## config.mk

```make
export PLATFORM = sky130hd
export DESIGN_NAME = fetch_unit
export DESIGN_NICKNAME = d
export VERILOG_FILES = /design/src/rtl/fetch_unit.sv
export SDC_FILE = /design/constraint.sdc
export NUM_CORES = 1
export LEC_CHECK = 0
export ABC_AREA = 1
export BUFFER_PORTS_ARGS = -buffer_cell sky130_fd_sc_hd__buf_4
export CAP_MARGIN = 5
export CORE_UTILIZATION = 56
export DETAILED_ROUTE_END_ITERATION = 16
export PLACE_DENSITY_LB_ADDON = 0.08
export SYNTH_ARGS = -nofsm -noshare
export SYNTH_HDL_FRONTEND = slang
export SYNTH_SLANG_ARGS = --single-unit
```

## constraint.sdc

```tcl
create_clock -name clk -period 2.76 [get_ports clk]
set_input_delay 0.276 -clock clk [delete_from_list [all_inputs] [get_ports clk]]
set_output_delay 0.276 -clock clk [all_outputs]
set_load 0.02 [all_outputs]
```

## src/rtl/fetch_unit.sv

```systemverilog
// Instruction-fetch sequencer: IDLE/RUN/HALT control, programmable jump-target table,
// absolute/conditional/PC-relative branching and a saturating retired-instruction counter.
module fetch_unit #(
  parameter int unsigned D         = 12,
  parameter int unsigned LW        = 4,
  parameter int unsigned HALT_ADDR = 500,
  parameter int unsigned CW        = 16
) (
  input  logic          clk,
  input  logic          reset,
  input  logic          start,
  input  logic          stall,
  input  logic [1:0]    branch,
  input  logic [LW-1:0] lut_idx,
  input  logic          cnd_i,
  input  logic          cnd_en,
  input  logic          lut_we,
  input  logic [LW-1:0] lut_waddr,
  input  logic [D-1:0]  lut_wdata,
  output logic [D-1:0]  prog_ctr,
  output logic          running,
  output logic          done,
  output logic [CW-1:0] instr_count
);

  typedef enum logic [1:0] {StIdle, StRun, StHalt} state_e;

  state_e        state_q;
  logic          cnd_q;
  logic [D-1:0]  lut_q [2**LW];
  logic [D-1:0]  target;
  logic [D-1:0]  pc_inc;
  logic [D-1:0]  pc_d;
  logic          at_halt;

  assign target  = lut_q[lut_idx];
  assign pc_inc  = prog_ctr + D'(1);
  assign at_halt = (prog_ctr == D'(HALT_ADDR));

  // Conditional branches use the flag registered before this edge (one-cycle hazard).
  always_comb begin
    pc_d = pc_inc;
    unique case (branch)
      2'b00: pc_d = pc_inc;
      2'b01: pc_d = target;
      2'b10: pc_d = cnd_q ? target : pc_inc;
      2'b11: pc_d = cnd_q ? (prog_ctr + target) : pc_inc;
    endcase
  end

  always_ff @(posedge clk) begin
    if (reset) begin
      state_q     <= StIdle;
      prog_ctr    <= '0;
      running     <= 1'b0;
      done        <= 1'b0;
      instr_count <= '0;
      cnd_q       <= 1'b0;
      for (int i = 0; i < 2**LW; i++) begin
        lut_q[i] <= '0;
      end
    end else begin
      unique case (state_q)
        StIdle: begin
          if (lut_we) begin
            lut_q[lut_waddr] <= lut_wdata;
          end
          if (start) begin
            state_q <= StRun;
            running <= 1'b1;
          end
        end
        StRun: begin
          if (!stall) begin
            if (at_halt) begin
              // The instruction at the halt address never retires.
              state_q <= StHalt;
              running <= 1'b0;
              done    <= 1'b1;
            end else begin
              prog_ctr <= pc_d;
              if (instr_count != '1) begin
                instr_count <= instr_count + CW'(1);
              end
              if (cnd_en) begin
                cnd_q <= cnd_i;
              end
            end
          end
        end
        StHalt: begin
          state_q <= StHalt;
        end
        default: begin
          state_q <= StIdle;
        end
      endcase
    end
  end

endmodule

```

==> results.md, run 1 <==
- Status: completed
- Leading cell type in the layout, fill and taps excluded: nor2_1
- Crit end category: flop
- Row cnt: 51
- Initial Util: 57.8%
- RSZ-0062 raised after global routing: yes
- Synthesized Nets: ~1300
- CTS clk-pin slew, worst paths: ~0.060 ns
- Power density cells: 636 nW/µm²
- Tmin final: 2.59 ns
- Core area: 19700 µm²
- Max Slew Vio Count: 0
- Largest stage delay, worst path: 0.36 ns
- Dpl hpwl: 21500 µm
- FF+latch count, synth: 225
- CP max-delay cell: fa_2
- Vias in the first global route: 8648
- Place WS: -0.143 ns
- DR WL/cell: 19.1 µm
- Worst-case clock buffer depth: 3
- Fill cells: 1627
- Antenna-violating nets left: 0
- CTS H-Tree Depth: 1
- Relative slew slack: 45.4%
- Worst Path Required: between 3 and 4 ns
- Max Freq: 387 MHz
- Area Growth Syn to Fin: 17.1%
- First-pass GRT wire length: 47800 µm
- Total wire length: 31300 µm
- Initial antenna violation count: 0
- Worst hold path type: in2reg
- Ys async rst share: 0%
- Count of final hold-check violations: 0
- Syn Area/Cell: around 9 µm²
- Layout cells sized above 1: 17.7%
- WP data arrival: 3.00 ns
- Largest net degree at the start of global routing: 34
- Max-cap violation count: 0
- Top_reg_cell synth: edfxtp_1
- Crit Path Category: reg2reg
- Min setup slack post-route: 0.174 ns
- Hold-fix buffers, CTS: 0
- Final Core Density: 67.7%
- Yosys warns: 0
- Post-synthesis instance total: approximately 1200
- Dpl cells: 1583
- Clk_skew: 0.0194 ns
- Worst-skew pair later-pin latency: ~0.53 ns
- Die footprint: 20900 µm²
- Library cells used by synthesis: 46
- GRT Total Usage: a little under a third
- Die height: 144 µm
- CP Cell Sequence: nor2_2, nor2_2, o21ai_1, o211ai_1, o211ai_2, nand2_1, ha_2, inv_2, fa_2, inv_2, nand3_2, nand2_2, nand3_2, nand2_2, nand3_2, nand2_1, nand2_1, nand3_2, nand4_1, o211ai_1, inv_1
- Post-DR vias/cell: around 5.8
- DRC: 0
- Die W: 144 µm
- TritonRoute pass-1 iters: 6
- Total CTS buffers: 25
- DR iter-0 viols: 1041
- Post-Layout Cell Count: approximately 1600
- Vias: 9400
- VDD IR-drop max: 551 µV
- Tcrit/Tclk final: 93.7%
- IO Port Bufs: 58
- Worst-Margin Slew: a little over 0.8 ns
- Post-synthesis sequential area ratio: 56.6%
- Cell area after synthesis: 11400 µm²
- CTS tree: built
- Leak Pwr: 0.00550 µW
- NumNets Final: 1396
- Setup violations, final: 0
- Clock sinks: roughly 230
- Routability Congestion: between 0.9 and 1
- Worst Setup Start Kind: flop
- Antenna Cells: 0
- Total gr overflow: 0
- Commonest cells after routing, fill and taps aside: 329 x nor2_1, 192 x edfxtp_1, 151 x buf_4, 146 x nand2_1, 91 x inv_1
- Post-synth EDFFs: 192
- Crit path max fanout: 3
- CP most frequent cell: nand3_2
- IO Count: between 50 and 60
- CTS root buf: clkbuf_16
sequential cells by signal (all words and copies together) (netlist names):
name	count
done	1
running	1
instr_count	16
state_q	2
lut_q	192
prog_ctr	12
cnd_q	1
worst max-delay path, delay by kind of cell (launching register included):
kind	cells	cell delay, ns
compound gates	4	0.42
fa+ha+maj	2	0.56
buf+inv	3	0.17
flops	1	0.35
simple gates	12	0.95
cells in the mapped netlist (4+ instances only):
master / number / area (µm²)
nand2_2: 4 / 25.0
nor3_2: 5 / 50.1
nand2_1: 148 / 556
buf_6: 15 / 169
o21ai_0: 68 / 340
clkbuf_1: 33 / 124
buf_2: 18 / 90.1
nor3_1: 7 / 35.0
nor2_1: 331 / 1240
o21ai_1: 46 / 230
inv_2: 5 / 18.8
inv_4: 4 / 25.0
o211ai_1: 31 / 233
edfxtp_1: 192 / 5770
xor2_1: 5 / 43.8
o221ai_1: 20 / 175
a21oi_1: 42 / 210
o22ai_1: 5 / 31.3
nand4_1: 9 / 56.3
buf_4: 8 / 60.1
nor2_2: 4 / 25.0
nand3_1: 68 / 340
inv_1: 93 / 349
dfxtp_1: 33 / 661
ha_1: 16 / 200
kinds of logic after synthesis:
family / synth area share (%)
flops: 56.6
buf+inv: 7.40
simple gates: 21.6
fa+ha+maj: 1.94
xor+xnor: 0.617
compound gates: 11.9
report_power, final:
part	switching, µW	leakage (µW)	internal [µW]
Combinational	792	0.00286	447
Clock	1370	0.000388	1910
Sequential	90.7	0.00225	3850
Total	2250	0.00550	6210
routing by layer:
layer / vias to the layer above / global-route usage (%) / wire length [µm]
li1: 4461 / - / -
met1: 4422 / 45.1 / 13300
met2: 447 / 46.9 / 14200
met3: 70 / 4.40 / 2780
met4: 0 / 11.4 / 1000
met5: - / 0 / 0
final cells by class:
type                            instances  area, µm²  area share (%)
Sequential cell                       225       6430            48.3
Timing Repair Buffer                  155       1210            9.12
Inverter                              102        393            2.95
Clock inverter                         13        125           0.940
Multi-Input combinational cell        841       4150            31.2
Clock buffer                           32        672            5.05
Tap cell                              265        332            2.49
path summary, 6_finish.rpt:
| path | from | endpoint | slack (ns) | cells past startpoint |
|---|---|---|---|---|
| worst min register to register | running | running | 0.49 | 2 |
| worst min-delay path | cnd_en | cnd_q | 0.05 | 3 |
| worst max register to register | lut_q[5][0] | prog_ctr[10] | 0.17 | 21 |
| worst max-delay path | lut_q[5][0] | prog_ctr[10] | 0.17 | 21 |
repair_timing:
| item | 4_1_cts | 5_1_grt |
|---|---|---|
| setup endpoints to repair | 0 | 6 |
| resized for setup | 0 | 17 |
| setup buffers | 0 | 5 |
stage by stage:
step                TNS (ns)  instance area [µm²]  hold WS, ns  total power [µW]
global route          -0.198                13300       0.0660              8730
detailed placement    -0.602                12400        0.472              5210
floorplan                  0                11400        0.437              4730
finish                     0                13300       0.0547              8460
CTS                        0                13200       0.0293              8440
global placement      -0.403                12400        0.456              5190
(Power assumes the default switching activity.)
==> inputs of run 2 (changes only) <==
CORE_ASPECT_RATIO = 0.9   (was unset)
CORE_MARGIN = 2   (was unset)
PLACE_DENSITY_LB_ADDON = 0.15   (was 0.08)
==> results.md, run 2 (synthesis results as in run 1) <==
- Worst Path Required: 3.21 ns
- CTS H-Tree Depth: 1
- DR iter-0 viols: 992
- CP max-delay cell: edfxtp_1
- Psw: 2220 µW
- Leading cell type in the layout, fill and taps excluded: nor2_1
- CTS clk-pin slew, worst paths: 0.07 ns
- Worst-case clock buffer depth: 3
- IO Count: slightly below 60
- Commonest cells after routing, fill and taps aside: 331 x nor2_1, 192 x edfxtp_1, 161 x buf_4, 145 x nand2_1, 92 x inv_1
- Met3 Track Usage GR: 4.75%
- Dpl cells: 1586
- Total gr overflow: 0
- Post-CTS setup buffer count: 0
- Core area: around 20000 µm²
- Post-DR vias/cell: 5.75
- Met2 Usage GRT: 46.4%
- Multi-input gate area: 4140 µm²
- Clk_skew: 0.0188 ns
- Power Internal: 6140 µW
- Busiest metal layer after global routing: met2
- Place WS: -0.263 ns
- Design area: ~13000 µm²
- Crit end category: flop
- Largest net degree at the start of global routing: 34
- Initial antenna violation count: 0
- Vias in the first global route: 8898
- Reg-to-Reg Start: lut_q[14][3]
- Routing usage on met1: 42.8%
- DR WL/cell: 19.1 µm
- Post-Layout Cell Count: 1627
- IO Port Bufs: slightly below 60
- Area Growth Syn to Fin: 16.9%
- Routability Congestion: between 0.8 and 0.9
- CTS root buf: clkbuf_16
- Crit path max fanout: 4
- Tmin final: 2.60 ns
- Worst Setup Start Kind: flop
- Largest stage delay, worst path: between 0.3 and 0.4 ns
- Min Hold Slack: 0.0424 ns
- Hold Path Stages: 3
- Tcrit/Tclk final: between 90% and 100%
- Leak Pwr: 0.00550 µW
- Max reg flops: 192
- Worst hold path type: in2reg
- Antenna-violating nets left: 0
- RSZ-0062 raised after global routing: yes
- Row cnt: 49
- Total wire length: approximately 31000 µm
- DRC: 0
- Initial Util: between 50 and 60%
- Power Total: 8360 µW
- Worst hold start: cnd_en
- Hold EP: cnd_q
- Clock sinks: 225
- Relative slew slack: between 40% and 50%
- Hold-fix buffers, CTS: 0
- CTS tree: built
- Fill cells: 1607
- Dpl hpwl: 21100 µm
- CP Cell Sequence: o21ai_0, o22ai_1, o211ai_1, buf_4, nand2_1, ha_4, nand2_1, o21ai_0, nand2_1, nand3_1, nand2_1, nand3_1, nand3_1, nand3_1, nand2_1, a21oi_1
- Reg with most FFs: lut_q
- R2r setup slk: between 0.15 and 0.2 ns
- Die footprint: 21400 µm²
- Count of final hold-check violations: 0
- Power density cells: 629 nW/µm²
- VDD IR-drop max: slightly above 500 µV
- Total CTS buffers: 24
- Seq pwr share: 47.3%
- Min setup slack post-route: 0.161 ns
- Max-cap violation count: 0
- Reg2Reg Depth: 16
- Reg2Reg Capture Point: prog_ctr[9]
- Combinational share of power: 15.0%
- DP Area: 12500 µm²
- Clk pwr share: 37.8%
- Status: completed
- Die W: 154 µm
- Max Freq: a little under 400 MHz
- Net Sw Frac: 26.5%
- Antenna Cells: 0
- Setup violations, final: 0
- CP most frequent cell: nand2_1
- Register area: about 6400 µm²
- Max Slew Vio Count: 0
- Layout cells sized above 1: 17.5%
- Crit Path Category: reg2reg
- NumNets Final: ~1400
- First-pass GRT wire length: 48800 µm
- WP data arrival: 3.05 ns
- GRT Total Usage: 29.3%
- Largest regs: lut_q (192), instr_count (16), prog_ctr (12)
- Die height: 139 µm
- Worst-skew pair later-pin latency: 0.53 ns
- TritonRoute pass-1 iters: 5
- Vias: 9363
- Worst-Margin Slew: 0.865 ns
run 2: changes by cell type in the layout (fill, tap and decap cells not counted), sizes merged:
cell / before / now
buf: 155 / 163
clkinv: 8 / 5
clkinvlp: 2 / 1
run 2: how the worst max path moves through the flow:
stage	startpoint	end	slack [ns]	cells after the start
floorplan	lut_idx[0]	prog_ctr[10]	0.09	23
global placement	lut_idx[0]	prog_ctr[6]	-0.20	18
detailed placement	lut_idx[0]	prog_ctr[10]	-0.26	21
CTS	lut_q[5][0]	prog_ctr[10]	0.11	21
global route	lut_q[5][0]	prog_ctr[10]	-0.06	21
finish	lut_q[14][3]	prog_ctr[9]	0.16	16
run 2: repair_timing:
item	4_1_cts	5_1_grt
hold endpoints to repair	0	0
setup endpoints to repair	0	6
resized for setup	0	12
run 2: area by class of cell:
cell class	count	share of cell area (%)
flip-flops and latches	225	48.4
multi-input cells	841	31.2
repair buffers	163	9.40
clock buffers	32	4.82
inverters	102	2.96
well taps	255	2.40
clock inverters	9	0.838
run 2: critical path, delay by kind of cell (launching register included):
family / cells / cell delay [ns]
buffers and inverters: 1 / 0.17
and+or+nand+nor: 9 / 0.74
adders and majority gates: 1 / 0.33
DFF: 1 / 0.37
AOI/OAI and AO/OA: 5 / 0.89
run 2: power groups by stage:
stage                     registers [µW]  clock network (µW)  logic, µW
after global routing                3960                3280       1380
after global placement              4020                   0       1200
after floorplan                     4010                   0        721
after CTS                           3950                3160       1220
final                               3950                3160       1250
after detailed placement            4020                   0       1220
run 2: layer usage:
layer / wire [µm] / share of wire [%] / up-vias
met3: 2690 / 8.7 / 55
li1: - / - / 4475
met1: 13400 / 43 / 4424
met4: 714 / 2.3 / 0
met2: 14300 / 46 / 409
met5: 0 / 0 / -
run 2: stage by stage:
stage | TNS, ns | utilization (%)
after floorplan | 0 | -
after global placement | -1.07 | 62.6
after detailed placement | -1.42 | 62.6
after CTS | 0 | 66.4
after global routing | -0.0589 | 66.7
final | 0 | 66.7
==> inputs of run 3 (changes only) <==
--- a/config.mk
+++ b/config.mk
@@ -12,3 +12,3 @@
 export CORE_MARGIN = 2
-export CORE_UTILIZATION = 56
+export CORE_UTILIZATION = 34
 export DETAILED_ROUTE_END_ITERATION = 16
--- a/constraint.sdc
+++ b/constraint.sdc
@@ -3,2 +3,2 @@
 set_output_delay 0.276 -clock clk [all_outputs]
-set_load 0.02 [all_outputs]
+set_load 0.01 [all_outputs]
==> results.md, run 3 (synthesis results as in run 1) <==
- Status: completed
- CP most frequent cell: nand2_1
- DR iter-0 viols: 683
- Final Core Density: slightly above 40%
- Worst hold path type: in2reg
- Total wire length: between 30000 and 40000 µm
- Setup TNS: 0 ns
- Worst Path Required: 3.22 ns
- Reg with most FFs: lut_q
- Max Freq: 384 MHz
- WP data arrival: 3.06 ns
- Dpl cells: 1755
- Vias in the first global route: 8750
- First-pass GRT wire length: 51200 µm
- Largest net degree at the start of global routing: 34
- Worst hold start: cnd_en
- DR WL/cell: 18.2 µm
- Reg2Reg Capture Point: prog_ctr[11]
- Largest regs: lut_q (192), instr_count (16), prog_ctr (12)
- Tcrit/Tclk final: 94.3%
- Reg2Reg Depth: 15
- TritonRoute pass-1 iters: 5
- Worst-skew pair later-pin latency: 0.55 ns
- Post-Layout Cell Count: 1807
- Crit path from: lut_q[10][8]
- VDD IR-drop max: 465 µV
- GRT Total Usage: 19.1%
- Total CTS buffers: 27
- CTS tree: built
- Vias: 9038
- Leading cell type in the layout, fill and taps excluded: nor2_1
- R2r setup slk: approximately 0.16 ns
- Clk_skew: 0.0238 ns
- DRC: 0
- Count of final hold-check violations: 0
- Area Growth Syn to Fin: 20.4%
- Hold EP: cnd_q
- Total gr overflow: 0
- CTS clk-pin slew, worst paths: around 0.060 ns
- NumNets Final: 1411
- Dpl hpwl: about 24000 µm
- Critical path's top delay family: simple AND/OR/NAND/NOR gates
- Initial antenna violation count: 0
- Post-DR vias/cell: 5.00
- IO Count: 59
- Hold Path Stages: 3
- Tmin final: 2.60 ns
- Crit end category: flop
- Setup violations, final: 0
- Power density cells: 631 nW/µm²
- Routability Congestion: approximately 0.9
- Worst Setup Start Kind: flop
- Max-cap violation count: 0
- Worst-Margin Slew: 1.02 ns
- Max reg flops: 192
- Max Slew Vio Count: 0
- IO Port Bufs: 58
- CP max-delay cell: edfxtp_1
- Antenna-violating nets left: 0
- Initial Util: between 30% and 40%
- CTS H-Tree Depth: 1
- Commonest cells after routing, fill and taps aside: 330 x nor2_1, 192 x edfxtp_1, 163 x buf_4, 146 x nand2_1, 92 x inv_1
- Die footprint: 34900 µm²
- Leak Pwr: 0.00559 µW
- Largest stage delay, worst path: 0.42 ns
- CP Cell Sequence: o21ai_2, o22ai_1, o211ai_1, nand2_1, ha_4, nand2_1, nor2_1, and3_1, nor2_1, nand3b_1, nand3_1, nand2_1, nand2_1, nand2_1, a21oi_1
- Row cnt: 63
- Reg-to-Reg Start: lut_q[10][8]
- CTS root buf: clkbuf_16
- Core area: 32900 µm²
- Relative slew slack: roughly 32%
- RSZ-0062 raised after global routing: yes
- Crit Path Category: reg2reg
- Clock sinks: 225
- Crit path max fanout: 3
- Die W: 197 µm
- Antenna Cells: 0
- Sum of buffers and inverters on the critical path: 0
- Worst-case clock buffer depth: 3
- Die height: 177 µm
- Hold-fix buffers, CTS: 0
- Layout cells sized above 1: roughly 18%
run 3: cell count changes in the layout (fill, tap and decap cells not counted), moves of 2 or more:
cell / delta
clkinv_2: +4
buf_12: +3
o21ai_1: +4
clkinv_1: +2
buf_4: +2
clkbuf_16: +3
o21ai_0: -5
run 3: worst max path at each step:
stage                         endpoint  slack, ns  cells past startpoint
after detailed placement  prog_ctr[10]      -0.18                     21
after global placement     prog_ctr[5]      -0.17                     16
after floorplan           prog_ctr[10]       0.09                     23
final                     prog_ctr[11]       0.16                     15
after global routing      prog_ctr[10]      -0.05                     21
after CTS                  prog_ctr[8]       0.11                     20
run 3: repair_timing:
item | in CTS | in global routing
endpoints found under the hold margin | 0 | 0
resized for setup | 0 | 21
setup endpoints to repair | 0 | 7
buffers inserted | 0 | 3
run 3: layout make-up:
type	count	area, µm²
Fill cell	3305	19300
Sequential cell	225	6430
Multi-Input combinational cell	841	4170
Timing Repair Buffer	168	1320
Clock buffer	34	712
Tap cell	422	528
Inverter	102	393
Clock inverter	15	130
run 3: power by group:
part	internal [µW]	switching [µW]	leakage (µW)
registers	3850	101	0.00225
clock network	2010	1430	0.000412
logic	479	766	0.00293
run 3: through the flow:
step	setup slack [ns]	hold slack, ns	power [µW]	area (µm²)
6_report	0.158	0.0255	8640	13700
4_1_cts	0.113	0.00855	8660	13600
3_5_place_dp	-0.183	0.471	5240	12700
5_1_grt	-0.0490	0.0411	8980	13700
3_3_place_gp	-0.166	0.455	5240	12700
2_1_floorplan	0.0875	0.437	4710	11400
run 3: metal layers:
metal | share of wire [%] | wire length [µm] | GRT usage, %
met5 | 0 | 0 | 0
met4 | 2.3 | 746 | 4.39
met3 | 3.7 | 1220 | 2.13
met2 | 45 | 14800 | 30.6
met1 | 49 | 16100 | 27.9
run 3: worst min-delay path, cell delays in order:
cell	delay, ns
buf_4	0.11
nand2_1	0.07
a21oi_1	0.06
